==> config.mk <==
export PLATFORM = sky130hd
export DESIGN_NAME = fp_normalize_pack_flat
export DESIGN_NICKNAME = d
export VERILOG_FILES = /design/src/rtl/fp_pkg.sv /design/src/rtl/fp_normalize_pack_if.sv /design/src/rtl/fp_rne_round.sv /design/src/rtl/fp_normalize_pack.sv /design/src/flat_wrapper.sv
export SDC_FILE = /design/constraint.sdc
export NUM_CORES = 1
export LEC_CHECK = 0
export ABC_AREA = 1
export CAP_MARGIN = 10
export CELL_PAD_IN_SITES_DETAIL_PLACEMENT = 1
export CELL_PAD_IN_SITES_GLOBAL_PLACEMENT = 2
export CORE_ASPECT_RATIO = 1.25
export CORE_MARGIN = 4
export CORE_UTILIZATION = 25
export DETAILED_ROUTE_END_ITERATION = 7
export PLACE_DENSITY = 0.8
export RECOVER_POWER = 100
export SYNTH_ARGS = -nofsm -noshare
export SYNTH_HDL_FRONTEND = slang
export SYNTH_SLANG_ARGS = --single-unit
==> constraint.sdc <==
create_clock -name clk -period 1.9 [get_ports clk]
set_input_delay 0.38 -clock clk [delete_from_list [all_inputs] [get_ports clk]]
set_output_delay 0.38 -clock clk [all_outputs]
set_load 0.005 [all_outputs]
==> src/rtl/fp_pkg.sv <==
// Shared constants and state encoding for the FP normalize/pack stage.
// Optional round-to-nearest-even is enabled with the FP_ROUND_EN macro.
package fp_pkg;

    localparam int MANT_WIDTH    = 24;
    localparam int EXP_WIDTH     = 8;
    localparam int EXP_MAX       = 255;
    localparam int EXP_BIAS      = 127;
    localparam int RES_WIDTH     = 1 + EXP_WIDTH + MANT_WIDTH - 1;
    localparam int FRAC_WIDTH    = MANT_WIDTH - 1;
    localparam int EXT_EXP_WIDTH = EXP_WIDTH + 2;

    typedef logic [1:0] state_t;

    localparam state_t IDLE = 2'd0;
    localparam state_t NORM = 2'd1;
    localparam state_t DONE = 2'd2;

endpackage

==> src/rtl/fp_normalize_pack_if.sv <==
// Valid/ready bundle between the mantissa ALU, the normalizer and
// the result consumer.
interface fp_normalize_pack_if;
    import fp_pkg::*;

    logic                  in_valid;
    logic                  in_ready;
    logic [MANT_WIDTH:0]   mant_in;
    logic [EXP_WIDTH-1:0]  exp_in;
    logic                  sign_in;
    logic                  out_valid;
    logic                  out_ready;
    logic [RES_WIDTH-1:0]  result;
    logic                  overflow;
    logic                  underflow;
    logic                  zero;

    modport master (
        output in_valid,
        output mant_in,
        output exp_in,
        output sign_in,
        output out_ready,
        input  in_ready,
        input  out_valid,
        input  result,
        input  overflow,
        input  underflow,
        input  zero
    );

    modport slave (
        input  in_valid,
        input  mant_in,
        input  exp_in,
        input  sign_in,
        input  out_ready,
        output in_ready,
        output out_valid,
        output result,
        output overflow,
        output underflow,
        output zero
    );

endinterface

==> src/rtl/fp_rne_round.sv <==
// Round-to-nearest-even increment of a normalized fraction; only
// instantiated when FP_ROUND_EN is defined.
module fp_rne_round
    import fp_pkg::*;
(
    input  logic [FRAC_WIDTH-1:0]    i_frac,
    input  logic [EXT_EXP_WIDTH-1:0] i_exp,
    input  logic                     i_guard,
    output logic [FRAC_WIDTH-1:0]    o_frac,
    output logic [EXT_EXP_WIDTH-1:0] o_exp
);

    logic w_inc;
    logic w_carry;

    assign w_inc   = i_guard & i_frac[0];
    // hidden bit is always set, so an all-ones fraction carries out
    assign w_carry = w_inc & (&i_frac);
    assign o_frac  = w_inc ? i_frac + 1'b1 : i_frac;
    assign o_exp   = i_exp
                   + {{(EXT_EXP_WIDTH-1){1'b0}}, w_carry};

endmodule

==> src/rtl/fp_normalize_pack.sv <==
// Iterative one-bit-per-cycle normalizer and IEEE-754 packer.
// Define FP_ROUND_EN to add round-to-nearest-even on the guard bit.
module fp_normalize_pack
    import fp_pkg::*;
(
    input  logic               clk,
    input  logic               rst,
    fp_normalize_pack_if.slave bus
);

    localparam logic [EXT_EXP_WIDTH-1:0] EXP_ONE = 1;
    localparam logic [EXT_EXP_WIDTH-1:0] EXP_SAT =
        EXT_EXP_WIDTH'(EXP_MAX);

    state_t                   r_state;
    logic [MANT_WIDTH:0]      r_mant;
    logic [EXT_EXP_WIDTH-1:0] r_exp;
    logic                     r_sign;
    logic [RES_WIDTH-1:0]     r_result;
    logic                     r_ovf;
    logic                     r_unf;
    logic                     r_zero;

    logic                     w_zero_m;
    logic                     w_carry;
    logic                     w_norm;
    logic                     w_low_exp;
    logic [FRAC_WIDTH-1:0]    w_pre_frac;
    logic [EXT_EXP_WIDTH-1:0] w_pre_exp;
    logic [FRAC_WIDTH-1:0]    w_fin_frac;
    logic [EXT_EXP_WIDTH-1:0] w_fin_exp;
    logic                     w_ovf;
    logic [RES_WIDTH-1:0]     w_pack;

    assign w_zero_m  = (r_mant == '0);
    assign w_carry   = r_mant[MANT_WIDTH];
    assign w_norm    = r_mant[MANT_WIDTH-1];
    assign w_low_exp = (r_exp <= EXP_ONE);

    // carry path takes the right-shifted fraction and bumped exponent
    assign w_pre_frac = w_carry ? r_mant[MANT_WIDTH-1:1]
                                : r_mant[MANT_WIDTH-2:0];
    assign w_pre_exp  = w_carry ? r_exp + EXP_ONE : r_exp;

`ifdef FP_ROUND_EN
    logic r_guard;
    logic w_pre_guard;

    assign w_pre_guard = w_carry ? r_mant[0] : r_guard;

    fp_rne_round u_round (
        .i_frac  (w_pre_frac),
        .i_exp   (w_pre_exp),
        .i_guard (w_pre_guard),
        .o_frac  (w_fin_frac),
        .o_exp   (w_fin_exp)
    );
`else
    assign w_fin_frac = w_pre_frac;
    assign w_fin_exp  = w_pre_exp;
`endif

    assign w_ovf  = (w_fin_exp >= EXP_SAT);
    assign w_pack = w_ovf
        ? {r_sign, {EXP_WIDTH{1'b1}}, {FRAC_WIDTH{1'b0}}}
        : {r_sign, w_fin_exp[EXP_WIDTH-1:0], w_fin_frac};

    always_ff @(posedge clk) begin
        if (rst) begin
            r_state  <= IDLE;
            r_mant   <= '0;
            r_exp    <= '0;
            r_sign   <= 1'b0;
            r_result <= '0;
            r_ovf    <= 1'b0;
            r_unf    <= 1'b0;
            r_zero   <= 1'b0;
`ifdef FP_ROUND_EN
            r_guard  <= 1'b0;
`endif
        end else begin
            case (r_state)
                IDLE: begin
                    if (bus.in_valid) begin
                        r_mant  <= bus.mant_in;
                        r_exp   <= {{(EXT_EXP_WIDTH-EXP_WIDTH){1'b0}},
                                    bus.exp_in};
                        r_sign  <= bus.sign_in;
                        r_ovf   <= 1'b0;
                        r_unf   <= 1'b0;
                        r_zero  <= 1'b0;
`ifdef FP_ROUND_EN
                        r_guard <= 1'b0;
`endif
                        r_state <= NORM;
                    end
                end
                NORM: begin
                    if (w_zero_m) begin
                        r_result <= '0;
                        r_zero   <= 1'b1;
                        r_state  <= DONE;
                    end else if (w_carry || w_norm) begin
                        r_result <= w_pack;
                        r_ovf    <= w_ovf;
                        r_state  <= DONE;
                    end else if (w_low_exp) begin
                        r_result <= {r_sign, {(RES_WIDTH-1){1'b0}}};
                        r_unf    <= 1'b1;
                        r_state  <= DONE;
                    end else begin
                        r_mant <= {r_mant[MANT_WIDTH-1:0], 1'b0};
                        r_exp  <= r_exp - EXP_ONE;
                    end
                end
                DONE: begin
                    if (bus.out_ready) begin
                        r_state <= IDLE;
                    end
                end
                default: r_state <= IDLE;
            endcase
        end
    end

    assign bus.in_ready  = (r_state == IDLE);
    assign bus.out_valid = (r_state == DONE);
    assign bus.result    = r_result;
    assign bus.overflow  = r_ovf;
    assign bus.underflow = r_unf;
    assign bus.zero      = r_zero;

endmodule

==> src/flat_wrapper.sv <==
// flat-port wrapper written by rule: the top's interface ports become plain ports
module fp_normalize_pack_flat import fp_pkg::*;
  (clk, rst, bus_in_valid, bus_mant_in, bus_exp_in, bus_sign_in, bus_out_ready, bus_in_ready, bus_out_valid, bus_result, bus_overflow, bus_underflow, bus_zero);
  fp_normalize_pack_if bus_i ();
  input  logic clk;
  input  logic rst;
  input wire logic [$bits(bus_i.in_valid)-1:0] bus_in_valid;
  input wire logic [$bits(bus_i.mant_in)-1:0] bus_mant_in;
  input wire logic [$bits(bus_i.exp_in)-1:0] bus_exp_in;
  input wire logic [$bits(bus_i.sign_in)-1:0] bus_sign_in;
  input wire logic [$bits(bus_i.out_ready)-1:0] bus_out_ready;
  output wire logic [$bits(bus_i.in_ready)-1:0] bus_in_ready;
  output wire logic [$bits(bus_i.out_valid)-1:0] bus_out_valid;
  output wire logic [$bits(bus_i.result)-1:0] bus_result;
  output wire logic [$bits(bus_i.overflow)-1:0] bus_overflow;
  output wire logic [$bits(bus_i.underflow)-1:0] bus_underflow;
  output wire logic [$bits(bus_i.zero)-1:0] bus_zero;
  assign bus_i.in_valid = bus_in_valid;
  assign bus_i.mant_in = bus_mant_in;
  assign bus_i.exp_in = bus_exp_in;
  assign bus_i.sign_in = bus_sign_in;
  assign bus_i.out_ready = bus_out_ready;
  assign bus_in_ready = bus_i.in_ready;
  assign bus_out_valid = bus_i.out_valid;
  assign bus_result = bus_i.result;
  assign bus_overflow = bus_i.overflow;
  assign bus_underflow = bus_i.underflow;
  assign bus_zero = bus_i.zero;
  fp_normalize_pack u_core (.clk(clk), .rst(rst), .bus(bus_i));
endmodule
==> impl_metrics.csv, run 1 <==
group,metric,value,unit
outcome,status,"finished with violations",
outcome,violations,"negative setup slack",
route,first_pass_iters,4,
synth,synth_flop_cell,"dfxtp_1",
setup_path,cp.required,2130,ps
finish,stdcell_count,1045,
finish,final_cell_mix,"nor2_1 (152), nand2_1 (117), nand3_1 (70)",
hold_path,worstHoldPathType,"reg -> reg",
clock_tree,clkSinkCount,73,
die,die-area,19700,µm²
clock_tree,clk_path_buf_depth,2,
die,core,17000,µm²
hold_path,hold_path_startpoint,"u_core.bus.result[23]",
clock_tree,path_clk_slew,60,ps
clock_tree,clk-insertion-delay-late,340,ps
timing,fin_crit,1940,ps
timing,fin_crit_sh,1.02,
timing,slew_headroom,0.451,
timing,finClkSkew,7.97,ps
route,drc,0,
route,via_per_inst,4.62,
synth,ys_seq_elements,73,
timing,rsz0062_at_grt,"true",
timing,layout_setup_ws,-41.1,ps
timing,maxSlewViolCount,0,
finish,final_common_cell,"nor2_1",
timing,fin_setup_tns,-176,ps
power_and_ir_drop,leakage,2.79,nW
synth,syn_avg_cell_area,6.14,µm²
setup_path,path_class,"reg -> reg",
die,start_util,0.258,
global_route,grtUsageTotal,0.158,
global_route,grt_max_degree,40,
power_and_ir_drop,p_int,0.00377,W
global_route,grt.overflow.total,0,
power_and_ir_drop,p_clk_frac,0.282,
die,fp.dieH,156,µm
synth,synth_warnings,0,
place,place_inst,1024,
power_and_ir_drop,p_comb_frac,0.410,
job,drv_cap,0,
global_route,antenna_found_initial,0,
die,die_x,126,µm
power_and_ir_drop,irDropWorstVdd,458,µV
die,rows,53,
place,gpl.final_weighted_congestion,0.834,
synth,synthSimpleGateAreaFrac,0.417,
synth,syn-cell-area,4370,µm²
route,vias,4831,
power_and_ir_drop,power_density,972,nW/µm²
finish,layout.nets,861,
setup_path,arrival,2170,ps
setup_path,critPathMaxFanout,7,
finish,final.fill_count,2231,
power_and_ir_drop,p_switching,0.00237,W
setup_path,rrSetupSlack,-40,ps
die,ioPinCount,75,
clock_tree,cts-root-buf,"clkbuf_16",
power_and_ir_drop,switching_share,0.386,
synth,syn_inst,712,
setup_path,cp-start-kind,"flop",
power_and_ir_drop,p_seq_frac,0.307,
clock_tree,h-tree-depth,3,
timing,setup_violations,7,
finish,antenna_cells,0,
synth,synthArstFlopShare,0,
finish,synthToLayoutAreaGrowth,44.4,%
synth,synthMuxAreaShare,0.00229,
setup_path,r2r_cells,13,
finish,layout-drive-gt1-share,0.202,
route,wl_per_cell,15.2,µm
timing,tightestPinTransition,824,ps
synth,synth_compound_area_frac,0.117,
hold_path,holdPathEnd,"u_core.bus.result[23]",
place,portBuffers,74,
synth,synth_xor_area_frac,0.00801,
setup_path,endpoint_kind,"flop",
global_route,grt_first_pass_wirelength,25600,µm
global_route,grt_pass1_vias,5000,
clock_tree,cts_tree,"built",
route,drt-initial-drc-count,257,
timing,max_freq,515,MHz
clock_tree,hold_buffers,0,
synth,synth-edff-count,0,
synth,yosys.area_share.adder,0.00858,
clock_tree,numCtsBuffers,9,
synth,seq_area_frac_synth,0.334,
setup_path,r2r-end,"u_core.bus.result[7]",
route,ant_nets,0,
route,wirelength,15900,µm
hold_path,min_path_cells,2,
synth,synth_nets,753,
synth,synth_top_family_by_area,"simple AND/OR/NAND/NOR gates",
setup_path,r2r-start,"u_core.r_exp[0]",
timing,hold_viol_final,0,
place,hpwl,11500,µm
synth,synth_cell_types,35,
==> critical path, cell delays in order (launching register included) <==
cell,delay [ps]
dfxtp_4,390
ha_4,150
nand2_2,80
nor2_4,110
nor2_1,60
nor2_1,170
nand2_1,100
nor2_2,150
nand3_4,120
nand2_8,140
clkbuf_16,170
nor2_2,30
nor2_1,100
nor2_1,50
==> how the worst max path moves through the flow <==
stage | start | endpoint | slack, ps | depth (start not counted)
floorplan | u_core.r_exp[0] | u_core.bus.result[11] | 60 | 14
global placement | u_core.r_mant[24] | u_core.bus.result[15] | 30 | 12
detailed placement | u_core.r_exp[0] | u_core.bus.result[7] | -70 | 14
CTS | u_core.r_exp[0] | u_core.bus.result[12] | -0.3 | 12
global route | u_core.r_exp[0] | u_core.bus.result[12] | -160 | 13
finish | u_core.r_exp[0] | u_core.bus.result[7] | -40 | 13
==> synth_stat cells, types with 2 or more instances <==
cell	n	area share
nor2_1	163	0.14
nand2_1	126	0.11
nand3_1	76	0.087
dfxtp_1	73	0.33
inv_1	69	0.059
o21ai_0	53	0.061
a21oi_1	38	0.043
clkbuf_1	26	0.022
nor2_2	26	0.037
nand4_1	9	0.013
buf_2	8	0.0092
inv_2	8	0.0069
xor2_1	4	0.0080
buf_4	3	0.0051
ha_1	3	0.0086
nand2_2	3	0.0043
buf_6	2	0.0051
nand3_2	2	0.0046
nand4_2	2	0.0057
nor3_1	2	0.0023
o21ai_1	2	0.0023
==> timing repair <==
item,CTS,global route
endpoints found under the setup margin,40,50
pin swaps,1,28
buffers inserted,0,4
cloned,0,1
gates resized for setup,6,69
==> layout make-up <==
class                   instances  area, µm²  area share
multi-input cells             520       2630       0.417
flip-flops and latches         73       1470       0.233
repair buffers                137       1340       0.211
inverters                      79        303      0.0479
well taps                     220        275      0.0436
clock buffers                  10        229      0.0363
clock inverters                 6       67.6      0.0107
==> power groups by stage <==
stage	clock, W	sequential [W]	combinational, W
after floorplan	0	0.00187	0.00143
after global placement	0	0.00189	0.00235
after detailed placement	0	0.00190	0.00240
after CTS	0.00178	0.00187	0.00243
after global routing	0.00185	0.00191	0.00283
final	0.00173	0.00189	0.00252
==> cells by family after synthesis <==
kind of cell / count (synthesis)
simple gates: 414
compound gates: 98
mux: 1
buf+inv: 119
fa+ha+maj: 3
flops: 73
xor+xnor: 4
==> state kept, by name, summed over array words and instances (netlist names) <==
register              count
u_core.r_mant            25
u_core.bus.result        32
u_core.r_exp             10
u_core.r_sign             1
u_core.r_state            2
u_core.bus.overflow       1
u_core.bus.zero           1
u_core.bus.underflow      1
==> through the flow <==
step	setup WS, ps	util	power (W)	area [µm²]	hold WS [ps]
global route	-163	0.372	0.00659	6310	501
detailed placement	-68.4	0.336	0.00430	5700	476
global placement	28.0	0.336	0.00424	5700	460
floorplan	58.7	-	0.00330	4370	455
CTS	-0.302	0.355	0.00608	6020	485
finish	-41.1	0.372	0.00614	6310	474
==> routing by layer <==
metal,routed length (µm),GRT usage,vias to the layer above
li1,-,-,2456
met4,175,0.0388,0
met3,393,0.0223,12
met5,0,0,-
met1,7130,0.201,2302
met2,8160,0.283,61
Power figures use the tool's default switching activity.
==> run 2, diff against run 1 <==
--- a/config.mk
+++ b/config.mk
@@ -15,6 +15,7 @@
 export DETAILED_ROUTE_END_ITERATION = 7
 export PLACE_DENSITY = 0.8
 export RECOVER_POWER = 100
+export SKIP_LAST_GASP = 1
 export SYNTH_ARGS = -nofsm -noshare
 export SYNTH_HDL_FRONTEND = slang
 export SYNTH_SLANG_ARGS = --single-unit
==> run 2 against run 1 <==
Compared with the run above:
- the flow still finishes with violations (negative setup slack)
- total power fell by 0.66%
- worst setup slack improved by 12 ps
- die area unchanged
- worst hold slack better by 2.8 ps
- clock power is essentially flat
- sequential cell count unchanged
- critical endpoint unchanged
- critical path depth increased by 1
- global-route usage hardly changed
==> impl_metrics.csv, run 2 (synthesized netlist as in run 1, its figures left out) <==
group,metric,value,unit
die,core,17000,µm²
route,first_pass_iters,4,
finish,final_common_cell,"nor2_1",
global_route,grt_pass1_vias,4993,
die,die-area,19700,µm²
setup_path,cp_common_cell,"nor2_1",
place,portBuffers,74,
timing,tightestPinTransition,825,ps
setup_path,critPathMaxFanout,7,
die,fp.dieH,156,µm
place,hpwl,11500,µm
global_route,antenna_found_initial,0,
setup_path,cp-start-kind,"flop",
global_route,grt.overflow.total,0,
setup_path,arrival,2150,ps
setup_path,endpoint_kind,"flop",
setup_path,cp.required,2120,ps
timing,fin_crit_sh,1.02,
place,gpl.final_weighted_congestion,0.834,
timing,max_freq,518,MHz
route,ant_nets,0,
global_route,grt_max_degree,40,
power_and_ir_drop,power_density,975,nW/µm²
outcome,violations,"negative setup slack",
finish,antenna_cells,0,
route,vias,4786,
clock_tree,h-tree-depth,3,
route,wirelength,15600,µm
outcome,status,"finished with violations",
finish,layout-drive-gt1-share,0.188,
finish,stdcell_count,1045,
power_and_ir_drop,leakage,2.74,nW
timing,rsz0062_at_grt,"true",
route,drt-initial-drc-count,239,
route,drc,0,
hold_path,worstHoldPathType,"reg -> reg",
die,rows,53,
timing,hold_viol_final,0,
clock_tree,numCtsBuffers,9,
finish,final.fill_count,2235,
timing,maxSlewViolCount,0,
finish,final_cell_mix,"nor2_1 (154), nand2_1 (123), nand3_1 (76)",
die,start_util,0.258,
setup_path,slowest_delay,390,ps
finish,synthToLayoutAreaGrowth,43.0,%
route,via_per_inst,4.58,
clock_tree,hold_buffers,0,
finish,design_area,6250,µm²
clock_tree,cts-root-buf,"clkbuf_16",
timing,setup_violations,7,
setup_path,path_cells,"inv_4 -> ha_4 -> nand2_2 -> nand2_2 -> nand2_1 -> nor2_1 -> nand2_1 -> nor2_2 -> nand3_4 -> nand2_8 -> clkbuf_16 -> nor2_2 -> nor2_1 -> nor2_1",
die,die_x,126,µm
die,ioPinCount,75,
clock_tree,clkSinkCount,73,
clock_tree,path_clk_slew,60,ps
clock_tree,cts_tree,"built",
power_and_ir_drop,irDropWorstVdd,432,µV
setup_path,path_class,"reg -> reg",
global_route,grt_first_pass_wirelength,25600,µm
timing,finClkSkew,8.09,ps
route,wl_per_cell,14.9,µm
place,place_inst,1024,
job,drv_cap,0,
power_and_ir_drop,p_total,0.00610,W
place,dpl_cell_area,5700,µm²
global_route,grtUsageTotal,0.158,
timing,layout_setup_ws,-29.4,ps
setup_path,slowest_stage,"dfxtp_4",
place,post-place-ws,-68.4,ps
timing,fin_crit,1930,ps
finish,layout.nets,861,
finish,largest_register_ffs,32,
clock_tree,clk-insertion-delay-late,340,ps
clock_tree,clk_path_buf_depth,2,
timing,slew_headroom,0.450,
==> run 2: cell type report <==
cell class              count  area, µm²  area share
clock buffers              10        229      0.0366
inverters                  79        303      0.0484
multi-input cells         520       2580       0.413
flip-flops and latches     73       1470       0.236
clock inverters             6       67.6      0.0108
well taps                 220        275      0.0440
repair buffers            137       1320       0.211
==> run 2: path summary, 6_finish.rpt <==
path                                            start                     to  slack (ps)  depth (start not counted)
worst max-delay path                  u_core.r_exp[0]   u_core.bus.result[7]         -30                         14
worst max register to register        u_core.r_exp[0]   u_core.bus.result[7]         -30                         14
worst min-delay path            u_core.bus.result[30]  u_core.bus.result[30]         480                          2
worst min register to register  u_core.bus.result[30]  u_core.bus.result[30]         480                          2
==> run 2: critical path, delay by kind of cell (launching register included) <==
kind | cells | cell delay, ps
buffers and inverters | 2 | 220
DFF | 1 | 390
adders and majority gates | 1 | 260
and+or+nand+nor | 11 | 940
==> run 2: power breakdown <==
group	internal [W]	switching (W)	total, W
clock network	0.00102	0.000710	0.00173
registers	0.00173	0.000150	0.00188
logic	0.000998	0.00148	0.00248
total	0.00375	0.00235	0.00610
==> run 2: stage by stage <==
stage	hold slack (ps)	util	TNS, ps
CTS	485	0.355	-24.0
global placement	460	0.336	0
global route	508	0.368	-4160
detailed placement	476	0.336	-874
floorplan	455	-	0
finish	477	0.368	-118
==> run 2: metal layers <==
metal / track usage / wire, µm / up-vias
met4: 0.0388 / 167 / 0
met2: 0.282 / 7960 / 61
li1: - / - / 2457
met1: 0.201 / 7020 / 2257
met3: 0.0223 / 432 / 11
met5: 0 / 0 / -
==> run 2: what timing repair did <==
item,4_1_cts,5_1_grt
endpoints found under the hold margin,0,0
buffers inserted,0,4
endpoints found under the setup margin,40,51
gates resized for setup,5,52
pin swaps,0,19
gates cloned,0,1
